--- config.mk ---
export PLATFORM = sky130hd
export DESIGN_NAME = mic_frame_scheduler_flat
export DESIGN_NICKNAME = d
export VERILOG_FILES = /design/src/rtl/mic_frame_scheduler_if.sv /design/src/rtl/mic_frame_scheduler.sv /design/src/flat_wrapper.sv
export SDC_FILE = /design/constraint.sdc
export NUM_CORES = 1
export LEC_CHECK = 0
export CORE_MARGIN = 3
export CORE_UTILIZATION = 59
export CTS_BUF_LIST = sky130_fd_sc_hd__clkbuf_8
export CTS_CLUSTER_DIAMETER = 120
export DETAILED_ROUTE_END_ITERATION = 6
export GPL_ROUTABILITY_DRIVEN = 0
export GPL_TIMING_DRIVEN = 0
export PLACE_DENSITY = 0.9
export SETUP_SLACK_MARGIN = 0.15
export SYNTH_ARGS = -nofsm -noshare
export SYNTH_HDL_FRONTEND = slang
export SYNTH_SLANG_ARGS = --single-unit
export TNS_END_PERCENT = 10
--- constraint.sdc ---
create_clock -name clk_clk -period 6.4 [get_ports clk_clk]
set_clock_uncertainty 0.15 [all_clocks]
set_input_delay 0.96 -clock clk_clk [delete_from_list [all_inputs] [get_ports clk_clk]]
set_output_delay 0.96 -clock clk_clk [all_outputs]
set_load 0.1 [all_outputs]
--- src/rtl/mic_frame_scheduler_if.sv ---
// Codec write port of the mic frame scheduler.
// One left/right sample pair moves per cycle with write high.
interface mic_frame_scheduler_if #(
    parameter int DATA_W = 16
);
    logic              write;
    logic              write_ready;
    logic [DATA_W-1:0] writedata_left;
    logic [DATA_W-1:0] writedata_right;

    modport master (
        output write,
        output writedata_left,
        output writedata_right,
        input  write_ready
    );

    modport slave (
        input  write,
        input  writedata_left,
        input  writedata_right,
        output write_ready
    );
endinterface

--- src/rtl/mic_frame_scheduler.sv ---
// Collects one L/R sample per I2S mic, then forwards one mic or the
// mix of enabled mics to the codec as a single write per frame.
module mic_frame_scheduler #(
    parameter int NUM_MICS = 4,
    parameter int DATA_W   = 16,
    localparam int IW      = $clog2(NUM_MICS),
    localparam int AW      = DATA_W + IW
) (
    input  logic                       clk_clk,
    input  logic                       reset_reset_n,
    input  logic [NUM_MICS-1:0]        sample_valid,
    input  logic [NUM_MICS*DATA_W-1:0] sample_left,
    input  logic [NUM_MICS*DATA_W-1:0] sample_right,
    input  logic                       mode_mix,
    input  logic [IW-1:0]              mic_sel,
    input  logic [NUM_MICS-1:0]        mic_en,
    mic_frame_scheduler_if.master      codec,
    output logic                       busy,
    output logic [15:0]                frame_cnt,
    output logic [7:0]                 overrun_cnt
);
    typedef enum logic [1:0] {IDLE, ACCUM, OUTPUT, WRITE} state_t;

    state_t               state_q, state_d;
    logic [DATA_W-1:0]    hold_l [NUM_MICS];
    logic [DATA_W-1:0]    hold_r [NUM_MICS];
    logic [NUM_MICS-1:0]  pending, req_q, req_now, consume;
    logic                 mode_q;
    logic [IW-1:0]        idx;
    logic signed [AW-1:0] acc_l, acc_r, add_l, add_r;
    logic [DATA_W-1:0]    wd_l, wd_r;
    logic                 start, write_fire, overrun_hit;

    assign req_now = mode_mix ? mic_en : NUM_MICS'(1) << mic_sel;
    assign add_l   = {{IW{hold_l[idx][DATA_W-1]}}, hold_l[idx]};
    assign add_r   = {{IW{hold_r[idx][DATA_W-1]}}, hold_r[idx]};

    // A mic being consumed this cycle may reload without counting as overrun
    always_comb begin
        consume = '0;
        if (state_q == ACCUM && req_q[idx])
            consume[idx] = 1'b1;
    end

    assign overrun_hit = |(sample_valid & pending & ~consume);

    always_comb begin
        state_d    = state_q;
        start      = 1'b0;
        write_fire = 1'b0;
        case (state_q)
            IDLE: begin
                if (req_now != '0 && (pending & req_now) == req_now) begin
                    start   = 1'b1;
                    state_d = ACCUM;
                end
            end
            ACCUM: begin
                if (idx == IW'(NUM_MICS - 1))
                    state_d = OUTPUT;
            end
            OUTPUT: state_d = WRITE;
            WRITE: begin
                if (codec.write_ready) begin
                    write_fire = 1'b1;
                    state_d    = IDLE;
                end
            end
            default: state_d = IDLE;
        endcase
    end

    assign codec.write           = write_fire;
    assign codec.writedata_left  = wd_l;
    assign codec.writedata_right = wd_r;
    assign busy                  = (state_q != IDLE);

    always_ff @(posedge clk_clk) begin
        for (int i = 0; i < NUM_MICS; i++) begin
            if (!reset_reset_n) begin
                hold_l[i] <= '0;
                hold_r[i] <= '0;
            end else if (sample_valid[i]) begin
                hold_l[i] <= sample_left[i*DATA_W +: DATA_W];
                hold_r[i] <= sample_right[i*DATA_W +: DATA_W];
            end
        end
    end

    always_ff @(posedge clk_clk) begin
        if (!reset_reset_n) begin
            state_q     <= IDLE;
            pending     <= '0;
            req_q       <= '0;
            mode_q      <= 1'b0;
            idx         <= '0;
            acc_l       <= '0;
            acc_r       <= '0;
            wd_l        <= '0;
            wd_r        <= '0;
            frame_cnt   <= '0;
            overrun_cnt <= '0;
        end else begin
            state_q <= state_d;
            pending <= (pending & ~consume) | sample_valid;
            if (overrun_hit && overrun_cnt != 8'hFF)
                overrun_cnt <= overrun_cnt + 8'd1;
            if (start) begin
                req_q  <= req_now;
                mode_q <= mode_mix;
                idx    <= '0;
                acc_l  <= '0;
                acc_r  <= '0;
            end
            if (state_q == ACCUM) begin
                idx <= idx + IW'(1);
                if (req_q[idx]) begin
                    acc_l <= acc_l + add_l;
                    acc_r <= acc_r + add_r;
                end
            end
            // Mix divides by NUM_MICS whatever the enabled count
            if (state_q == OUTPUT) begin
                wd_l <= mode_q ? DATA_W'(acc_l >>> IW) : acc_l[DATA_W-1:0];
                wd_r <= mode_q ? DATA_W'(acc_r >>> IW) : acc_r[DATA_W-1:0];
            end
            if (write_fire)
                frame_cnt <= frame_cnt + 16'd1;
        end
    end
endmodule

--- src/flat_wrapper.sv ---
// flat-port wrapper written by rule: the top's interface ports become plain ports
module mic_frame_scheduler_flat 
#(
    parameter int NUM_MICS = 4,
    parameter int DATA_W   = 16,
    localparam int IW      = $clog2(NUM_MICS),
    localparam int AW      = DATA_W + IW
)
  (clk_clk, reset_reset_n, sample_valid, sample_left, sample_right, mode_mix, mic_sel, mic_en, busy, frame_cnt, overrun_cnt, codec_write, codec_writedata_left, codec_writedata_right, codec_write_ready);
  mic_frame_scheduler_if #(.DATA_W(DATA_W)) codec_i ();
  input  logic clk_clk;
  input  logic reset_reset_n;
  input  logic [NUM_MICS-1:0] sample_valid;
  input  logic [NUM_MICS*DATA_W-1:0] sample_left;
  input  logic [NUM_MICS*DATA_W-1:0] sample_right;
  input  logic mode_mix;
  input  logic [IW-1:0] mic_sel;
  input  logic [NUM_MICS-1:0] mic_en;
  output logic busy;
  output logic [15:0] frame_cnt;
  output logic [7:0] overrun_cnt;
  output wire logic [$bits(codec_i.write)-1:0] codec_write;
  output wire logic [$bits(codec_i.writedata_left)-1:0] codec_writedata_left;
  output wire logic [$bits(codec_i.writedata_right)-1:0] codec_writedata_right;
  input wire logic [$bits(codec_i.write_ready)-1:0] codec_write_ready;
  assign codec_write = codec_i.write;
  assign codec_writedata_left = codec_i.writedata_left;
  assign codec_writedata_right = codec_i.writedata_right;
  assign codec_i.write_ready = codec_write_ready;
  mic_frame_scheduler #(.NUM_MICS(NUM_MICS), .DATA_W(DATA_W)) u_core (.clk_clk(clk_clk), .reset_reset_n(reset_reset_n), .sample_valid(sample_valid), .sample_left(sample_left), .sample_right(sample_right), .mode_mix(mode_mix), .mic_sel(mic_sel), .mic_en(mic_en), .codec(codec_i), .busy(busy), .frame_cnt(frame_cnt), .overrun_cnt(overrun_cnt));
endmodule
## Yosys cells after proc, flatten, opt, wreduce, memory -nomap -nowiden

Memory sizes are Yosys's and may differ from the RTL's. A register that Yosys moved wholly into a read port is not among the register bits.
Index checks and enable logic that the tools add are counted.

- Latch bits: 0
- Bits in writable memories: 128
- Bits of input ports: 142
- Memories: 2
- Bits in registers: 105
- Memory bits (read-only): 0
- Logic and storage cells: 103

- Reduce and logical (&&, ||, !) cells: 10
- Bitwise logic cells: 14
- Shift operators: 1
- $add $sub $neg: 5
- Multiplexer cells: 49
- Order comparisons: 2
- Eq/ne operators: 9
- Divide/modulo/power cells: 0
- Multipliers: 0

Memories:

| name | depth | width | read ports | clocked after memory_dff | write ports | RTL line | text |
|---|---|---|---|---|---|---|---|
| u_core.hold_l | 4 | 16 | 1 | 1 | 4 | mic_frame_scheduler.sv:25 | `logic [DATA_W-1:0] hold_l [NUM_MICS];` |
| u_core.hold_r | 4 | 16 | 1 | 1 | 4 | mic_frame_scheduler.sv:26 | `logic [DATA_W-1:0] hold_r [NUM_MICS];` |

Operator list:

| cell | count |
|---|---|
| 2-to-1 mux 16 bit | 10 |
| 2-to-1 mux 18 bit | 6 |
| adder 18 x 16 -> 18 bit | 2 |
| 2-to-1 mux 1 bit | 19 |
| 2-to-1 mux 2 bit | 9 |
| adder 16 x 1 -> 16 bit, second input constant | 1 |
| AND 4 bit | 4 |
| adder 8 x 1 -> 8 bit, second input constant | 1 |
| 2-to-1 mux 4 bit | 2 |
| inequality test 8 bit, second input constant | 1 |
| OR 1 bit | 8 |
| one-hot mux 2 bit (4 select lines) | 1 |
| == test 2 bit, second input constant | 3 |
| == test 4 bit | 1 |
| logical AND 1 bit | 4 |
| inequality test 2 x 1 -> 1 bit, second input constant | 2 |
| NOT 4 bit | 1 |
| OR 4 bit | 1 |
| nonzero test 2 bit | 2 |
| nonzero test 4 bit | 1 |
| OR reduction 4 bit | 1 |
| left shift 1 x 2 -> 4 bit, first input constant | 1 |
| < comparator 2 x 3 -> 1 bit, second input constant | 1 |
| AND reduction 3 bit | 1 |
| 7 further kinds | 7 |

## Longest topological paths before layout

Gate-level depths: netlist of run 1.

- Depth in word-level cells: 11
- Gate-level depth with buffers: 12

## Worst setup path before layout of run 1

Ideal clock, no wire load.

- Path type: register to register
- Start point: reg with a tool-made name
- End point: reg u_core.acc_l[16]
- Setup time: 128 ps
- Cell stages (with the launch flop): 13
- Slack: 2819 ps
- Arrival time: 3303 ps
- Clock period less this slack: 3581 ps
- Required time: 6122 ps
- Cells stage by stage: dfxtp_1 > clkbuf_1 > buf_2 > mux4_2 > ha_1 > fa_1 > a211oi_2 > o21bai_1 > a21o_1 > a221o_1 > a311oi_2 > xor2_1 > o21ai_1

RTL lines:

| item | RTL line | text |
|---|---|---|
| to (signal assigned) | mic_frame_scheduler.sv:118 | `acc_l <= acc_l + add_l;` |
| to (decl) | mic_frame_scheduler.sv:30 | `logic signed [AW-1:0] acc_l, acc_r, add_l, add_r;` |

==> impl_metrics.json, run 1 <==
{
  "path_class": "reg2reg",
  "tightest_slew_ns": 0.9968,
  "cts_max_level": 2,
  "vdd_drop_max_uv": 176.7,
  "cp_cell_sequence": "clkbuf_1, buf_2, mux4_2, ha_1, fa_1, a21oi_1, o22ai_1, o31ai_1, o21bai_1, a21oi_1, xor2_1, o21ai_1",
  "initial_core_util": 0.6077,
  "cts_resized": 0,
  "synth_cells": 1024,
  "cp_slowest_cell": "o31ai_1",
  "holdCritPathClass": "reg2reg",
  "synthTopCellsByArea": "edfxtp_1, dfxtp_1, and3_1",
  "fin_crit_ns": 4.097,
  "coreArea_um2": 18960,
  "layout_setup_ws_ns": 2.303,
  "maxCapViolations": 0,
  "synth-seq-cells": 235,
  "cts_hold_buf": 0,
  "hpwl_mm": 23.88,
  "cp_max_fo": 10,
  "drive_gt1_frac": 0.08223,
  "io_pins": 200,
  "synth_top_area_share": 0.3337,
  "fin_hold_ws_ns": 0.3363,
  "setup_viol": 0,
  "cellPowerDensity_nw_per_um2": 344.2,
  "cts_max_path_buffers": 3,
  "grt_overflow": 0,
  "hp-start": "u_core.codec.writedata_left[7]",
  "die_h_um": 145.7,
  "status": "finished clean",
  "path_clk_slew_ns": 0.07,
  "cts_setup_buffers": 0,
  "yosys_warnings": 0,
  "ys_types": 64,
  "wl_per_cell_um": 20.60,
  "root_buffer": "clkbuf_8",
  "fp-row-count": 50,
  "synth_edf_count": 128,
  "grt_max_degree": 33,
  "portBuffers": 199,
  "clock-sinks": 235,
  "place_area_um2": 13850,
  "cts_tree": "done",
  "vias": 9510,
  "cp_data_arrival_time_ns": 4.36,
  "fin_tns_setup_ns": 0,
  "slew_viol_final": 0,
  "hold_violations": 0,
  "worst_setup_path_start_kind": "flop",
  "antenna_found_initial": 0,
  "crit_top_cell": "a21oi_1",
  "pre_cts_ws_ns": 2.348,
  "grt_usage": 0.2914,
  "crit_required_ns": 6.67,
  "cts_buffers": 38,
  "rsz0062_at_grt": "false",
  "slew_headroom": 0.3334,
  "synth_nets": 1213,
  "antenna_cells": 0,
  "synth_top_area_cell": "edfxtp_1",
  "die_area_um2": 21240,
  "ys_seq_area_frac": 0.5197,
  "die_w_um": 145.7,
  "synth_area_um2": 11520,
  "drt_iter0_drc": 991,
  "critPathMaxStageDelay_ns": 0.60,
  "drc_errors": 0,
  "postSynthAreaPerCell_um2": 11.25,
  "final_net_count": 1452,
  "firstDrtPassIters": 5,
  "final_cell_area_um2": 14560,
  "finalWirelength_mm": 31.92,
  "worst_skew_pair.late_latency_ns": 0.54,
  "syn_to_final_growth_pct": 26.44,
  "grt_pass1_vias": 9479,
  "grt_pass1_wl_mm": 49.27,
  "p_leak_nw": 5.796,
  "postRouteAntennaNets": 0,
  "ys.flop_type": "edfxtp_1",
  "end_kind": "flop",
  "fin_crit_sh": 0.6401,
  "max_clock_freq_mhz": 244.1,
  "fillers": 1171,
  "total_power_mw": 5.013,
  "routed_via_density": 6.139,
  "async_reset_ff_frac": 0
}
[sequential cells by signal, indices dropped and copies added, names as in the netlist, named ones only]
signal	flops
u_core.state_q	2
u_core.frame_cnt	16
u_core.acc_l	18
u_core.idx	2
u_core.pending	4
u_core.mode_q	1
u_core.overrun_cnt	8
u_core.codec.writedata_left	16
u_core.hold_r	64
u_core.req_q	4
u_core.hold_l	64
u_core.codec.writedata_right	16
u_core.acc_r	18
[cell usage after synthesis (all sizes together), types with 9 or more instances]
cell type and instances:
dfxtp 107, buf 13, nand4 10, edfxtp 128, and3 140, inv 15
a211oi 37, nor2 72, ha 45, mux2i 36, a21oi 51, nand2 72
mux4 33, xnor2 17, a21o 9, clkbuf 54, o21ai 35, a31oi 9
nand3 30, xor2 29
[critical path, delay by kind of cell (launching register included)]
family	cells	cell delay, ns
compound gates	6	1.47
xor+xnor	1	0.18
fa+ha+maj	2	0.64
buf+inv	2	0.66
flops	1	0.31
mux	1	0.56
[power by group]
part	leakage [nW]	total (mW)	internal, mW	switching, mW
registers	2.24	1.88	1.78	0.103
logic	3.14	1.90	0.625	1.27
clock network	0.410	1.23	0.649	0.585
[per-stage QoR]
stage | util | std cells
2_1_floorplan | - | 1024
3_3_place_gp | 0.7299 | 1483
3_5_place_dp | 0.7304 | 1483
5_1_grt | 0.7683 | 1549
6_report | 0.7683 | 1549
4_1_cts | 0.7683 | 1549
[kinds of logic after synthesis]
group	Yosys count	synth area share
compound gates	179	0.1016
simple gates	365	0.1671
xor+xnor	46	0.03498
buf+inv	83	0.02857
mux	69	0.09581
flops	235	0.5197
fa+ha+maj	47	0.05236
[per-layer routing]
layer / part of all wire / vias up / wire, um / global-route usage
met2: 0.48 / 590 / 15300 / 0.4901
met1: 0.38 / 4502 / 12240 / 0.3721
li1: - / 4317 / - / -
met3: 0.096 / 101 / 3066 / 0.05481
met5: 0 / - / 0 / 0
met4: 0.041 / 0 / 1308 / 0.1239
[layout by cell type (no fill, tap or decap), drive strengths merged, types with 33 or more instances in the layout]
master	count
clkdlybuf4s50	199
nor2	72
mux4	33
clkbuf	100
ha	45
o21ai	35
a21oi	51
nand2	72
a211oi	37
edfxtp	128
dfxtp	107
and3	140
mux2i	36
[path summary, 6_finish.rpt]
kind / to / slack, ns / depth (start not counted)
setup / recovery: u_core.acc_r[14] / 2.30 / 12
hold / removal: u_core.codec.writedata_left[7] / 0.34 / 2
setup reg to reg: u_core.acc_r[14] / 2.30 / 12
hold reg to reg: u_core.codec.writedata_left[7] / 0.34 / 2
[area by class of cell]
class / count / area [um^2] / area share
Buffer: 67 / 269.0 / 0.01847
Clock buffer: 46 / 633.1 / 0.04347
Clock inverter: 20 / 85.08 / 0.005842
Inverter: 16 / 60.06 / 0.004124
Multi-Input combinational cell: 706 / 5214 / 0.3580
Sequential cell: 235 / 5986 / 0.4110
Tap cell: 260 / 325.3 / 0.02234
Timing Repair Buffer: 199 / 1992 / 0.1368
(Power assumes the default switching activity.)
==> run 2: changes to the inputs <==
--- a/config.mk
+++ b/config.mk
@@ -6,13 +6,13 @@
 export NUM_CORES = 1
 export LEC_CHECK = 0
 export CORE_MARGIN = 3
-export CORE_UTILIZATION = 59
+export CORE_UTILIZATION = 55
 export CTS_BUF_LIST = sky130_fd_sc_hd__clkbuf_8
 export CTS_CLUSTER_DIAMETER = 120
 export DETAILED_ROUTE_END_ITERATION = 6
 export GPL_ROUTABILITY_DRIVEN = 0
 export GPL_TIMING_DRIVEN = 0
-export PLACE_DENSITY = 0.9
+export PLACE_DENSITY = 0.85
 export SETUP_SLACK_MARGIN = 0.15
 export SYNTH_ARGS = -nofsm -noshare
 export SYNTH_HDL_FRONTEND = slang
==> constraint.sdc (replaced) <==
create_clock -name clk_clk -period 3.9 [get_ports clk_clk]
set_clock_uncertainty 0.15 [all_clocks]
set_input_delay 0.585 -clock clk_clk [delete_from_list [all_inputs] [get_ports clk_clk]]
set_output_delay 0.585 -clock clk_clk [all_outputs]
set_load 0.1 [all_outputs]
==> run 2 against run 1 <==
Cell count up 0.58%. Die area up 7.0%. Worst hold slack lost 0.0028 ns. Clock power grew 52%. Clock-buffer cell count shrank 7. Sequential power is 64% higher. Critical path depth did not move.
==> impl_metrics.json, run 2 (synthesized netlist as in run 1, its figures left out) <==
{
  "slew_viol_final": 0,
  "status": "finished clean",
  "final_util": 0.7120,
  "fillers": 1496,
  "grt_overflow": 0,
  "regArea_um2": 5986,
  "routed_via_density": 5.922,
  "grt_max_degree": 33,
  "initial_core_util": 0.5638,
  "grt_pass1_wl_mm": 48.31,
  "cts_max_path_buffers": 3,
  "reg_top3": "u_core.hold_l x64, u_core.hold_r x64",
  "maxCapViolations": 0,
  "vdd_drop_max_uv": 249.2,
  "cts_buffers": 38,
  "root_buffer": "clkbuf_8",
  "dp.cells": 1493,
  "setup_viol": 0,
  "fp-row-count": 52,
  "drive_gt1_frac": 0.07919,
  "die_w_um": 150.7,
  "cts_setup_buffers": 0,
  "total_power_mw": 8.057,
  "cp_max_fo": 10,
  "hp-start": "u_core.acc_l[16]",
  "die_h_um": 150.7,
  "io_pins": 200,
  "path_class": "reg2reg",
  "path_clk_slew_ns": 0.06,
  "hold_violations": 0,
  "fin_crit_sh": 0.9279,
  "cts_max_level": 2,
  "antenna_cells": 0,
  "place_area_um2": 13860,
  "end_kind": "flop",
  "most-common-layout-cells": "clkdlybuf4s50_1, and3_1, edfxtp_1",
  "holdCritPathClass": "reg2reg",
  "clock-sinks": 235,
  "hpwl_mm": 23.65,
  "slew_headroom": 0.3363,
  "drc_errors": 0,
  "fin_crit_ns": 3.619,
  "syn_to_final_growth_pct": 26.29,
  "cts_hold_buf": 0,
  "antenna_found_initial": 0,
  "grt_usage": 0.2745,
  "grt_pass1_vias": 9287,
  "postRouteAntennaNets": 0,
  "final_cells": 1558,
  "drt_iter0_drc": 951,
  "portBuffers": 199,
  "worst_skew_pair.late_latency_ns": 0.55,
  "tightest_slew_ns": 0.9924,
  "firstDrtPassIters": 5,
  "final_cell_area_um2": 14550,
  "multiInputGateArea_um2": 5230,
  "coreArea_um2": 20430,
  "max_clock_freq_mhz": 276.3,
  "worst_setup_path_start_kind": "flop",
  "vias": 9226,
  "crit_required_ns": 4.17,
  "die_area_um2": 22720,
  "final_common_cell": "clkdlybuf4s50_1",
  "finalWirelength_mm": 31.32,
  "p_leak_nw": 5.792,
  "cts_tree": "done",
  "cp_data_arrival_time_ns": 3.89,
  "wl_per_cell_um": 20.10,
  "rsz0062_at_grt": "false",
  "final_net_count": 1452,
  "cellPowerDensity_nw_per_um2": 553.9
}
[run 2: changes by cell type in the layout (fill, tap and decap cells not counted), sizes merged]
cell | previous run | this run
buf | 13 | 12
clkbuf | 100 | 94
clkinv | 10 | 4
clkinvlp | 1 | 2
inv | 25 | 36
[run 2: area by class of cell]
| cell class | count | area share |
|---|---|---|
| inverter | 16 | 0.004129 |
| clock inverter | 26 | 0.007655 |
| multi-input combinational | 706 | 0.3595 |
| sequential | 235 | 0.4115 |
| timing repair buffer | 199 | 0.1369 |
| buffer | 67 | 0.02013 |
| clock buffer | 39 | 0.03690 |
| tap | 270 | 0.02322 |
[run 2: critical path, stage by stage, from the launching register on]
cell	delay (ns)
dfxtp_1	0.31
clkbuf_4	0.19
buf_12	0.16
mux4_2	0.55
ha_1	0.23
fa_2	0.39
a211oi_2	0.22
o21bai_1	0.11
a21o_1	0.22
a221o_1	0.38
a311oi_2	0.34
xor2_1	0.17
o21ai_1	0.07
[run 2: what timing repair did]
item,CTS,global route
endpoints found under the setup margin,8,7
gates resized for setup,5,9
pin swaps,0,1
[run 2: metal layers]
metal | vias to the layer above | GRT usage | part of all wire
met5 | - | 0 | 0
met4 | 0 | 0.08704 | 0.024
met3 | 58 | 0.03913 | 0.078
met2 | 461 | 0.4692 | 0.49
met1 | 4389 | 0.3646 | 0.40
li1 | 4318 | - | -
[run 2: worst paths after layout]
check                endpoint  slack, ns  cells after the start
max          u_core.acc_l[16]       0.28                     12
min          u_core.acc_l[16]       0.33                      2
max reg2reg  u_core.acc_l[16]       0.28                     12
min reg2reg  u_core.acc_l[16]       0.33                      2
[run 2: power by group]
part           leakage, nW  switching, mW  total, mW  internal, mW
registers             2.24          0.170       3.09          2.92
clock network        0.399          0.947       1.87         0.926
logic                 3.15           2.06       3.09          1.04
[run 2: metrics by stage]
step / hold WS, ns / worst slack, ns / setup TNS, ns
after floorplan: 0.2925 / 0.3194 / 0
after global placement: 0.3074 / -0.1053 / -0.2758
after detailed placement: 0.3251 / -0.1496 / -0.5566
after CTS: 0.3332 / 0.1704 / 0
after global routing: 0.3497 / 0.1640 / 0
final: 0.3334 / 0.2813 / 0
==> run 3: changes to the inputs <==
--- a/config.mk
+++ b/config.mk
@@ -10,9 +10,9 @@
 export CTS_BUF_LIST = sky130_fd_sc_hd__clkbuf_8
 export CTS_CLUSTER_DIAMETER = 120
 export DETAILED_ROUTE_END_ITERATION = 6
-export GPL_ROUTABILITY_DRIVEN = 0
+export GPL_ROUTABILITY_DRIVEN = 1
 export GPL_TIMING_DRIVEN = 0
-export PLACE_DENSITY = 0.85
+export PLACE_DENSITY = 0.89
 export SETUP_SLACK_MARGIN = 0.15
 export SYNTH_ARGS = -nofsm -noshare
 export SYNTH_HDL_FRONTEND = slang
==> run 3 against run 2 <==
Clock power rose by 9.6%. Combinational power barely moved. Total power rose by 2.4%. Core utilization rose by 0.39 points. Sequential share of layout area fell by 0.22 points. Setup slack got worse by 0.035 ns. First-iteration DRC count fell by 0.74%. Largest power group is now combinational logic.
==> impl_metrics.json, run 3 (synthesized netlist as in run 1, its figures left out) <==
{
  "rsz0062_at_grt": "true",
  "end_kind": "flop",
  "grt_usage": 0.2806,
  "drive_gt1_frac": 0.08450,
  "fin_crit_ns": 3.653,
  "tightest_slew_ns": 0.9877,
  "dp.cells": 1493,
  "drt_iter0_drc": 944,
  "cellPowerDensity_nw_per_um2": 564.0,
  "routed_via_density": 5.983,
  "die_w_um": 150.7,
  "final_common_cell": "clkdlybuf4s50_1",
  "reg_top3": "u_core.hold_l x64, u_core.hold_r x64",
  "wl_per_cell_um": 20.40,
  "antenna_found_initial": 0,
  "worst_skew_pair.late_latency_ns": 0.54,
  "grt_max_degree": 33,
  "portBuffers": 199,
  "holdCritPathClass": "reg2reg",
  "pre_cts_ws_ns": -0.1929,
  "root_buffer": "clkbuf_8",
  "dr_wl_met3_mm": 2.657,
  "cp_data_arrival_time_ns": 3.92,
  "cts_buffers": 37,
  "cts_hold_buf": 0,
  "vdd_drop_max_uv": 288.6,
  "status": "finished clean",
  "finalWirelength_mm": 31.83,
  "grt_pass1_vias": 9270,
  "clock-sinks": 235,
  "postRouteAntennaNets": 0,
  "initial_core_util": 0.5638,
  "highest_layer": "met4",
  "maxCapViolations": 0,
  "crit_required_ns": 4.17,
  "worst_setup_path_start_kind": "flop",
  "layout_setup_ws_ns": 0.2466,
  "cts_tree": "done",
  "fillers": 1372,
  "path_class": "reg2reg",
  "wl_met1_mm": 12.44,
  "final_net_count": 1451,
  "fp-row-count": 52,
  "max_clock_freq_mhz": 273.7,
  "firstDrtPassIters": 5,
  "hpwl_mm": 23.79,
  "coreArea_um2": 20430,
  "drc_errors": 0,
  "grt_overflow": 0,
  "path_clk_slew_ns": 0.06,
  "die_area_um2": 22720,
  "slew_headroom": 0.3395,
  "grt_pass1_wl_mm": 49.23,
  "cts_max_level": 2,
  "p_leak_nw": 5.819,
  "gp_congestion": 0.9267,
  "cp_max_fo": 10,
  "slew_viol_final": 0,
  "hold_violations": 0,
  "syn_to_final_growth_pct": 26.97,
  "io_pins": 200,
  "setup_viol": 0,
  "antenna_cells": 0,
  "vias": 9333,
  "final_cells": 1560,
  "die_h_um": 150.7,
  "cts_max_path_buffers": 3,
  "met2RoutedLength_mm": 15.54,
  "fin_crit_sh": 0.9368,
  "most-common-layout-cells": "clkdlybuf4s50_1, and3_1, edfxtp_1"
}
-- run 3: worst max-delay path: stages, from the launching register on --
cell      delay [ns]
dfxtp_1         0.48
buf_2           0.35
mux4_2          0.41
ha_1            0.24
fa_2            0.38
a211oi_2        0.23
o21bai_1        0.11
a21o_1          0.23
a221o_1         0.38
a311oi_2        0.35
xor2_1          0.18
o21ai_1         0.07
-- run 3: report_power, final --
| group | switching, mW | total (mW) | internal (mW) |
|---|---|---|---|
| sequential | 0.173 | 3.09 | 2.92 |
| combinational | 2.07 | 3.11 | 1.04 |
| clock | 0.956 | 2.05 | 1.09 |
| total | 3.20 | 8.25 | 5.05 |
-- run 3: layout make-up --
class,instances,area (um^2),share of cell area
inverters,16,60.06,0.004106
plain buffers,67,292.8,0.02002
well taps,270,337.8,0.02310
clock inverters,23,121.4,0.008298
repair buffers,199,1992,0.1362
clock buffers,44,605.6,0.04141
multi-input cells,706,5230,0.3576
flip-flops and latches,235,5986,0.4093
-- run 3: repair_timing --
action,4_1_cts,5_1_grt
cloned,0,0
buffers inserted,0,0
setup endpoints to repair,9,5
gates resized for setup,6,8
pin swaps,0,1
-- run 3: routing by layer --
metal,global-route usage,up-vias
met2,0.4716,524
met1,0.3739,4407
met5,0,-
li1,-,4321
met4,0.1147,0
met3,0.03131,81
-- run 3: stage by stage --
step | hold slack (ns) | area (um^2) | setup TNS [ns] | utilization | power, mW
after floorplan | 0.2925 | 11520 | 0 | - | 5.356
after global placement | 0.3105 | 13850 | -0.4789 | 0.6779 | 6.117
after detailed placement | 0.3195 | 13860 | -0.7351 | 0.6783 | 6.203
after CTS | 0.3279 | 14600 | 0 | 0.7147 | 8.240
after global routing | 0.3483 | 14630 | 0 | 0.7159 | 8.575
final | 0.3308 | 14630 | 0 | 0.7159 | 8.249
-- run 3: final timing paths --
path                     from          endpoint  slack [ns]  cells after the start
max                      flop  u_core.acc_l[16]        0.25                     11
min          u_core.acc_l[16]  u_core.acc_l[16]        0.33                      2
max reg2reg              flop  u_core.acc_l[16]        0.25                     11
min reg2reg  u_core.acc_l[16]  u_core.acc_l[16]        0.33                      2
